===== src/rtl/pilha_sequenciador_if.sv =====
// pilha_sequenciador_if: instruction valid/ready handshake between the UC fetch logic
// (master) and the stack sequencer (slave). instr = {kind[22:21], op[20:16], imm[15:0]}.
interface pilha_sequenciador_if;
    logic        instr_valid;
    logic        instr_ready;
    logic [22:0] instr;

    modport master (output instr_valid, output instr, input instr_ready);
    modport slave  (input instr_valid, input instr, output instr_ready);
endinterface


===== src/rtl/pilha_sequenciador.sv =====
// pilha_sequenciador: sequences push/pop/temp-load strobes for the stack/ULA datapath.
// Optional macro PILHA_SEQ_TRAP_EN: an illegal instruction parks the FSM in TRAP until reset.
module pilha_sequenciador #(
    parameter  int STACK_DEPTH = 16,
    parameter  int DATA_W      = 16,
    localparam int DEPTH_W     = $clog2(STACK_DEPTH + 1)
) (
    input  logic                clk,
    input  logic                reset,
    pilha_sequenciador_if.slave instr_if,
    input  logic [DATA_W-1:0]   dout_dp,
    output logic [DATA_W-1:0]   din_UC,
    output logic [4:0]          opcode,
    output logic                push,
    output logic                pop,
    output logic                controle_pilha,
    output logic                load_temp1,
    output logic                load_temp2,
    output logic                clk_pilha,
    output logic                clk_temp1,
    output logic                clk_temp2,
    output logic                done,
    output logic [DATA_W-1:0]   result,
    output logic                result_valid,
    output logic [DEPTH_W-1:0]  depth,
    output logic                error
);

    typedef enum logic [1:0] {
        K_PUSH   = 2'b00,
        K_BINARY = 2'b01,
        K_UNARY  = 2'b10,
        K_POP    = 2'b11
    } kind_e;

    typedef enum logic [3:0] {
        S_IDLE, S_T1_SET, S_T1_CLK, S_T1_LD, S_T2_SET, S_T2_CLK, S_T2_LD,
        S_RES_SET, S_RES_CLK, S_PUSH_SET, S_PUSH_CLK, S_POP_SET, S_POP_CLK,
        S_DONE, S_TRAP
    } state_e;

    typedef struct packed {
        logic instr_ready;
        logic push;
        logic pop;
        logic controle_pilha;
        logic load_temp1;
        logic load_temp2;
        logic clk_pilha;
        logic clk_temp1;
        logic clk_temp2;
        logic done;
    } ctrl_t;

    localparam logic [DEPTH_W-1:0] DEPTH_MAX = DEPTH_W'(STACK_DEPTH);
    localparam logic [DEPTH_W-1:0] DEPTH_TWO = DEPTH_W'(2);

    state_e state;
    state_e nxt;
    kind_e  kind;
    ctrl_t  ctrl;
    kind_e  instr_kind;
    logic   accept;
    logic   legal;

    // Control levels for the cycle spent in state s; registered one edge ahead.
    function automatic ctrl_t ctrl_of(input state_e s);
        ctrl_t c;
        c = '0;
        case (s)
            S_IDLE:     c.instr_ready = 1'b1;
            S_T1_SET:   begin c.pop = 1'b1; c.load_temp1 = 1'b1; end
            S_T1_CLK:   begin c.pop = 1'b1; c.load_temp1 = 1'b1; c.clk_pilha = 1'b1; end
            S_T1_LD:    begin c.load_temp1 = 1'b1; c.clk_temp1 = 1'b1; end
            S_T2_SET:   begin c.pop = 1'b1; c.load_temp2 = 1'b1; end
            S_T2_CLK:   begin c.pop = 1'b1; c.load_temp2 = 1'b1; c.clk_pilha = 1'b1; end
            S_T2_LD:    begin c.load_temp2 = 1'b1; c.clk_temp2 = 1'b1; end
            S_RES_SET:  begin c.push = 1'b1; c.controle_pilha = 1'b1; end
            S_RES_CLK:  begin c.push = 1'b1; c.controle_pilha = 1'b1; c.clk_pilha = 1'b1; end
            S_PUSH_SET: c.push = 1'b1;
            S_PUSH_CLK: begin c.push = 1'b1; c.clk_pilha = 1'b1; end
            S_POP_SET:  c.pop = 1'b1;
            S_POP_CLK:  begin c.pop = 1'b1; c.clk_pilha = 1'b1; end
            S_DONE:     c.done = 1'b1;
            default:    c = '0;
        endcase
        return c;
    endfunction

    function automatic state_e first_of(input kind_e k);
        case (k)
            K_PUSH:  return S_PUSH_SET;
            K_POP:   return S_POP_SET;
            default: return S_T1_SET;
        endcase
    endfunction

    function automatic state_e advance(input state_e s, input kind_e k);
        case (s)
            S_T1_SET:   return S_T1_CLK;
            S_T1_CLK:   return S_T1_LD;
            S_T1_LD:    return (k == K_BINARY) ? S_T2_SET : S_RES_SET;
            S_T2_SET:   return S_T2_CLK;
            S_T2_CLK:   return S_T2_LD;
            S_T2_LD:    return S_RES_SET;
            S_RES_SET:  return S_RES_CLK;
            S_PUSH_SET: return S_PUSH_CLK;
            S_POP_SET:  return S_POP_CLK;
            S_RES_CLK, S_PUSH_CLK, S_POP_CLK: return S_DONE;
            S_TRAP:     return S_TRAP;
            default:    return S_IDLE;
        endcase
    endfunction

    assign instr_kind = kind_e'(instr_if.instr[22:21]);
    assign accept     = instr_if.instr_valid & ctrl.instr_ready;

    always_comb begin
        legal = 1'b0;
        case (instr_kind)
            K_PUSH:   legal = (depth < DEPTH_MAX);
            K_BINARY: legal = (depth >= DEPTH_TWO);
            default:  legal = (depth != '0);
        endcase
    end

    // NOTE: nxt is given a default before any branch so no path leaves it unassigned (no latch).
    always_comb begin
        nxt = state;
        if (state == S_IDLE) begin
            if (accept) begin
`ifdef PILHA_SEQ_TRAP_EN
                nxt = legal ? first_of(instr_kind) : S_TRAP;
`else
                nxt = first_of(instr_kind);
`endif
            end
        end else begin
            nxt = advance(state, kind);
        end
    end

    // NOTE: all state updates use <= so every register samples pre-edge values.
    always_ff @(posedge clk) begin
        if (!reset) begin
            state        <= S_IDLE;
            ctrl         <= ctrl_of(S_IDLE);
            kind         <= K_PUSH;
            opcode       <= '0;
            din_UC       <= '0;
            result       <= '0;
            result_valid <= 1'b0;
            depth        <= '0;
            error        <= 1'b0;
        end else begin
            state        <= nxt;
            ctrl         <= ctrl_of(nxt);
            result_valid <= (nxt == S_DONE) && (kind == K_POP);
            if (accept) begin
                kind   <= instr_kind;
                opcode <= instr_if.instr[20:16];
                din_UC <= DATA_W'(instr_if.instr[15:0]);
                if (!legal) error <= 1'b1;
            end
            // Occupancy moves once per instruction, saturating at both ends.
            if (nxt == S_DONE) begin
                case (kind)
                    K_PUSH: if (depth != DEPTH_MAX) depth <= depth + DEPTH_W'(1);
                    K_BINARY, K_POP: if (depth != '0) depth <= depth - DEPTH_W'(1);
                    default: ;
                endcase
                if (kind == K_POP) result <= dout_dp;
            end
        end
    end

    assign instr_if.instr_ready = ctrl.instr_ready;
    assign push                 = ctrl.push;
    assign pop                  = ctrl.pop;
    assign controle_pilha       = ctrl.controle_pilha;
    assign load_temp1           = ctrl.load_temp1;
    assign load_temp2           = ctrl.load_temp2;
    assign clk_pilha            = ctrl.clk_pilha;
    assign clk_temp1            = ctrl.clk_temp1;
    assign clk_temp2            = ctrl.clk_temp2;
    assign done                 = ctrl.done;

endmodule

===== src/flat_wrapper.sv =====
// flat-port wrapper written by rule: the top's interface ports become plain ports
module pilha_sequenciador_flat 
#(
    parameter  int STACK_DEPTH = 16,
    parameter  int DATA_W      = 16,
    localparam int DEPTH_W     = $clog2(STACK_DEPTH + 1)
)
  (clk, reset, dout_dp, din_UC, opcode, push, pop, controle_pilha, load_temp1, load_temp2, clk_pilha, clk_temp1, clk_temp2, done, result, result_valid, depth, error, instr_if_instr_valid, instr_if_instr, instr_if_instr_ready);
  pilha_sequenciador_if instr_if_i ();
  input  logic clk;
  input  logic reset;
  input  logic [DATA_W-1:0] dout_dp;
  output logic [DATA_W-1:0] din_UC;
  output logic [4:0] opcode;
  output logic push;
  output logic pop;
  output logic controle_pilha;
  output logic load_temp1;
  output logic load_temp2;
  output logic clk_pilha;
  output logic clk_temp1;
  output logic clk_temp2;
  output logic done;
  output logic [DATA_W-1:0] result;
  output logic result_valid;
  output logic [DEPTH_W-1:0] depth;
  output logic error;
  input wire logic [$bits(instr_if_i.instr_valid)-1:0] instr_if_instr_valid;
  input wire logic [$bits(instr_if_i.instr)-1:0] instr_if_instr;
  output wire logic [$bits(instr_if_i.instr_ready)-1:0] instr_if_instr_ready;
  assign instr_if_i.instr_valid = instr_if_instr_valid;
  assign instr_if_i.instr = instr_if_instr;
  assign instr_if_instr_ready = instr_if_i.instr_ready;
  pilha_sequenciador #(.STACK_DEPTH(STACK_DEPTH), .DATA_W(DATA_W)) u_core (.clk(clk), .reset(reset), .instr_if(instr_if_i), .dout_dp(dout_dp), .din_UC(din_UC), .opcode(opcode), .push(push), .pop(pop), .controle_pilha(controle_pilha), .load_temp1(load_temp1), .load_temp2(load_temp2), .clk_pilha(clk_pilha), .clk_temp1(clk_temp1), .clk_temp2(clk_temp2), .done(done), .result(result), .result_valid(result_valid), .depth(depth), .error(error));
endmodule

===== config.mk =====
export PLATFORM = sky130hd
export DESIGN_NAME = pilha_sequenciador_flat
export DESIGN_NICKNAME = d
export VERILOG_FILES = /design/src/rtl/pilha_sequenciador_if.sv /design/src/rtl/pilha_sequenciador.sv /design/src/flat_wrapper.sv
export SDC_FILE = /design/constraint.sdc
export NUM_CORES = 1
export LEC_CHECK = 0
export ABC_AREA = 1
export CAP_MARGIN = 0
export CORE_MARGIN = 3
export CORE_UTILIZATION = 43
export DETAILED_ROUTE_END_ITERATION = 10
export GPL_ROUTABILITY_DRIVEN = 0
export PLACE_DENSITY_LB_ADDON = 0.15
export RECOVER_POWER = 50
export SYNTH_ARGS = -nofsm -noshare
export SYNTH_HDL_FRONTEND = slang
export SYNTH_SLANG_ARGS = --single-unit

===== constraint.sdc =====
create_clock -name clk -period 2.4 [get_ports clk]
set_clock_uncertainty 0.2 [all_clocks]
set_input_delay 0.6 -clock clk [delete_from_list [all_inputs] [get_ports clk]]
set_output_delay 0.6 -clock clk [all_outputs]
set_load 0.01 [all_outputs]

==> Word level (Yosys, flattened, before mapping) <==
Cells that the tools add are included.
{ "classes": {"mux": 19, "magnitude_cmp": 2, "n_addsub": 2, "n_bitwise": 2, "n_eq_ne": 33, "n_reduce_logical": 18} }
{ "op_table": {"columns": ["op", "count"], "rows": [
  ["$eq 4x4->1 const B", 12],
  ["$pmux 4 s11", 1],
  ["$eq 4x3->1 const B", 8],
  ["$eq 4x2->1 const B", 4],
  ["$mux 1", 10],
  ["$mux 5", 2],
  ["$pmux 5 s2", 1],
  ["$reduce_or 3->1", 3],
  ["$eq 4x1->1 const B", 2],
  ["$logic_not 4->1", 2],
  ["$mux 4", 2],
  ["$pmux 4 s2", 1],
  ["$reduce_or 6->1", 1],
  ["$add 5x1->5 const B", 1],
  ["$ge 5x2->1 const B", 1],
  ["$lt 5x5->1 const B", 1],
  ["$ne 5x5->1 const B", 1],
  ["$reduce_bool 5->1", 1],
  ["$reduce_or 5->1", 1],
  ["$sub 5x1->5 const B", 1],
  ["$eq 2x1->1 const B", 2],
  ["$eq 2x2->1 const B", 2],
  ["$logic_not 2->1", 2],
  ["$ne 2x1->1 const B", 2],
  ["other kinds (10)", 12]
]} }
{ "totals": {"inputBits": 42, "regBits": 60} }

==> Logic depth before layout (Yosys ltp) <==
{ "logic_depth": {"ltp_word": 7, "ltp_mapped": 12, "mapped_depth_nobuf": 12} }

==> Least setup slack after synthesis <==
Ideal clock, no wire load.
{ "synth_timing": {"path_kind": "input-to-reg", "start": "in instr_if_instr[22]", "end": "reg u_core.ctrl (netlist bit u_core.pop)", "stages": 12, "required_ps": 2144, "slack_ps": 508, "t_arrival_ps": 1635, "cell_sequence": "inv_1 ha_1 nand3_1 nand2_1 nor2_1 nor2_1 nand2_1 nor2_1 nor2_1 nand3_1 nand2_1 inv_1"} }
{ "synth_via": {"elab_chain_cells": 7} }
{ "synth_rtl": {"columns": ["element", "line", "source"], "rows": [
  ["start, declared", "flat_wrapper.sv:29", "input wire logic [$bits(instr_if_i.instr)-1:0] instr_if_instr;"],
  ["$eq 2x2->1 / $logic_not 2->1 (equally long branches)", "pilha_sequenciador.sv:91", "case (k)"],
  ["$pmux 4 s2 *", "pilha_sequenciador.sv:91", null],
  ["$mux 4 *", "pilha_sequenciador.sv:131", "if (accept) begin"],
  ["$mux 4 *", "pilha_sequenciador.sv:130", "if (state == S_IDLE) begin"],
  ["$eq 4x4->1, or another cell as far along", "pilha_sequenciador.sv:70", "case (s)"],
  ["$reduce_or 6->1 (no line) *", null, null],
  ["$mux 1 *", "pilha_sequenciador.sv:70", null],
  ["end signal, assigned", "pilha_sequenciador.sv:147", "ctrl <= ctrl_of(S_IDLE);"],
  ["end signal, assigned", "pilha_sequenciador.sv:157", "ctrl <= ctrl_of(nxt);"],
  ["end, declared", "pilha_sequenciador.sv:61", "ctrl_t ctrl;"]
]} }
Every way passes the cells marked *; elsewhere a longest branch is shown, timed or not.
A chain may end at the register's enable or synchronous reset.

==> Worst setup path in the final report <==
Ends and elaborated chain as after synthesis.

==> impl_metrics.csv <==
group,metric,value,unit
worst_setup_path,worstReg2RegStart,"u_core.state[3]",
sta,fin_crit_sh,89.7,%
cts,clkTransAtPathRegs,0.06,ns
global_route,grt_max_degree,33,
cells_and_area,drive_gt1_share,6.52,%
power,intPower,0.00240,W
cts,cts_made_buffers,9,
global_route,grt_pass1_wl,10500,µm
logic_synthesis,ys_ff_latch,60,
place,dpl-instance-area,0.00356,mm²
detailed_routing,wire_per_inst,12.1,µm
global_route,antenna_found_initial,0,
sta,fmax,465,MHz
logic_synthesis,synthesis.nets,384,
job,cap_viol_max_count,0,
worst_setup_path,cp.arrival,2.23,ns
sta,worst_pin_slew,0.590,ns
worst_setup_path,path_buf_inv,3,
die,io_pins,96,
sta,period_needed,2.15,ns
logic_synthesis,synth_edf_count,0,
detailed_routing,vias,2438,
cells_and_area,final_area,0.00371,mm²
power,totalPowerFinal,0.00376,W
power,p_switching,0.00136,W
logic_synthesis,synthesis.area,0.00246,mm²
cts,htree_levels,3,
cts,post_cts_buffers,0,
worst_setup_path,crit_path_end_kind,"flop",
worst_setup_path,cpPeakStageDelay,0.48,ns
die,rows,26,
place,dpl.hpwl,4590,µm
sta,relSlewSlack,60.7,%
cells_and_area,diodes,0,
worst_setup_path,worstSetupStartpointType,"input port",
logic_synthesis,synthCells,335,
logic_synthesis,yosysTopAreaCellShare,48.7,%
cells_and_area,area_growth,50.5,%
logic_synthesis,synth_async_sr_flop_share,0,%
worst_hold_path,min_from,"u_core.opcode[1]",
logic_synthesis,syn_area_per_cell,7.36,µm²
worst_setup_path,cp_top_family,"simple AND/OR/NAND/NOR gates",
logic_synthesis,yosysUniqueCellTypes,25,
detailed_routing,drc,0,
sta,hold_viol_final,0,
power,switching_share,36.2,%
sta,setup_violations,0,
die,dieArea,0.00668,mm²
cells_and_area,layoutNonFillerInstCount,515,
worst_setup_path,required,2.48,ns
worst_setup_path,timing.rr.end,"u_core.result[3]",
cells_and_area,fillers,486,
worst_setup_path,r2r_cells,7,
die,start_util,46.2,%
logic_synthesis,synth-main-ff-cell,"dfxtp_1",
status,status,"complete, no violations",
detailed_routing,via_per_inst,4.73,
cts,cts_hold_buf,0,
logic_synthesis,synth.area.top_cells,"dfxtp_1 (49%), nor2_1 (16%), o21ai_0 (9.3%)",
place,io_buffers,95,
worst_setup_path,crit_chain,"clkdlybuf4s50_1 > inv_1 > ha_1 > nand3_1 > nand2_1 > nor2_1 > nor2_1 > nand2_1 > nor2_1 > nor2_1 > nand3_1 > nand2_1 > inv_1",
cts,cts_tree,"built",
worst_setup_path,cp_common_cell,"nor2_1",
cts,post_cts_resized,0,
worst_hold_path,min_to,"u_core.opcode[1]",
die,chipWidth,81.7,µm
die,die_h,81.7,µm
detailed_routing,totalWireLength,6220,µm
die,core_area,0.00534,mm²
logic_synthesis,synth_top_area_cell,"dfxtp_1",
place,place_inst,501,
cells_and_area,finalNetCount,491,
worst_hold_path,hold_depth,2,
sta,final_max_slew_viol_count,0,
worst_setup_path,cp_max_fo,4,
cts,clk_latency,0.32,ns
sta,holdWs,0.277,ns
cts,clk_path_buf_depth,2,
detailed_routing,drtAntennaViolNets,0,
cts,cts_sinks,60,
cts,cts-root-buf,"clkbuf_8",
power,comb_power_share,41.8,%
detailed_routing,dr.pass1.iters,4,
global_route,overflow,0,
logic_synthesis,synthTopCellsByCount,"nor2_1 (104), dfxtp_1 (60), o21ai_0 (46)",
global_route,grt.total_usage,20.5,%
logic_synthesis,post-synth-top-count-cell,"nor2_1",
power,p_seq_share,36.4,%
power,p_leak,1.68,nW
worst_setup_path,critPathSlowestCell,"clkdlybuf4s50_1",
worst_setup_path,path_class,"input port to flop",
sta,rsz0062_at_grt,"no",
logic_synthesis,ys_seq_area_share,48.7,%
worst_hold_path,hp-class,"flop to flop",
power,ir_drop,0.603,mV
global_route,grt_pass1_vias,2360,
worst_setup_path,r2r_slack,0.31,ns
power,p_per_area,1010,mW/mm²
detailed_routing,drtIter0Drc,106,
cells_and_area,postLayoutCoreUtil,69.5,%
logic_synthesis,yosysWarnings,0,
power,pwr-share-clk,21.7,%
==> sequential cells by signal, summed over array words and instances (netlist names) <==
register	flops
u_core.din_UC	16
u_core.result	16
u_core.depth	5
u_core.opcode	5
u_core.state	4
u_core.kind	2
u_core.clk_pilha	1
u_core.clk_temp1	1
u_core.clk_temp2	1
u_core.controle_pilha	1
u_core.done	1
u_core.error	1
u_core.instr_if.instr_ready	1
u_core.load_temp1	1
u_core.load_temp2	1
u_core.pop	1
u_core.push	1
u_core.result_valid	1
==> worst max-delay path by stage <==
stage / to / cells past startpoint / start / slack [ns]
after floorplan: u_core.pop / 12 / instr_if_instr[22] / 0.51
after global placement: u_core.pop / 13 / instr_if_instr[22] / -0.04
after detailed placement: u_core.clk_pilha / 11 / instr_if_instr[22] / -0.07
after CTS: depth[0] / 1 / u_core.depth[0] / 0.24
after global routing: u_core.clk_pilha / 11 / instr_if_instr[22] / 0.02
final: u_core.pop / 13 / instr_if_instr[22] / 0.25
==> logic make-up after synthesis <==
family / count (synthesis) / share of synthesized area [%]
AOI/OAI and AO/OA: 63 / 13.5
xor gates and xnor gates: 4 / 1.42
adders and majority gates: 7 / 3.86
buffers and inverters: 42 / 6.75
DFF: 60 / 48.7
and+or+nand+nor: 159 / 25.8
==> final cells by class <==
class,instances,area [µm²],share of cell area [%]
Sequential cell,60,1200,32.4
Multi-Input combinational cell,233,1090,29.4
Timing Repair Buffer,111,1060,28.5
Clock buffer,11,131,3.54
Inverter,27,101,2.73
Tap cell,70,87.6,2.36
Clock inverter,3,40.0,1.08
==> worst register-to-register path: stages, from the launching register on <==
cell,delay (ns)
dfxtp_1,0.43
inv_1,0.15
a211oi_2,0.23
inv_2,0.07
nor3_2,0.44
inv_2,0.26
nor2_1,0.15
nor2_1,0.06
==> through the flow <==
stage | worst slack (ns) | setup TNS [ns]
2_1_floorplan | 0.508 | 0
3_3_place_gp | -0.0366 | -0.109
4_1_cts | 0.245 | 0
6_report | 0.248 | 0
5_1_grt | 0.0189 | 0
3_5_place_dp | -0.0708 | -0.249
==> layout by cell type (no fill, tap or decap), types with 2 or more instances in the layout <==
master	netlist	layout
clkbuf_8	0	9
dlygate4sd3_1	0	23
xor2_1	2	2
nand3_1	16	16
a21oi_1	12	12
dfxtp_1	60	60
clkbuf_1	8	5
nand2_1	35	35
nor2_1	104	104
inv_1	24	25
clkdlybuf4s50_1	0	72
clkinv_2	0	2
xnor2_1	2	2
inv_2	3	2
ha_1	6	6
buf_4	1	12
o21ai_0	46	46
==> power by group through the flow <==
stage / Clock [W] / Combinational, W / Sequential, W
after global placement: 0 / 0.00161 / 0.00139
after detailed placement: 0 / 0.00164 / 0.00139
final: 0.000817 / 0.00157 / 0.00137
after CTS: 0.000846 / 0.00166 / 0.00137
after floorplan: 0 / 0.000887 / 0.00140
after global routing: 0.000883 / 0.00179 / 0.00140
==> metal layers <==
metal | GRT usage (%) | wire [µm] | vias up | share of wire (%)
met5 | 0 | 0 | - | 0
met2 | 34.0 | 2980 | 62 | 48
met4 | 7.97 | 38 | 0 | 0.61
met3 | 9.10 | 530 | 4 | 8.5
li1 | - | - | 1277 | -
met1 | 23.2 | 2670 | 1095 | 43
(Power assumes the default switching activity.)
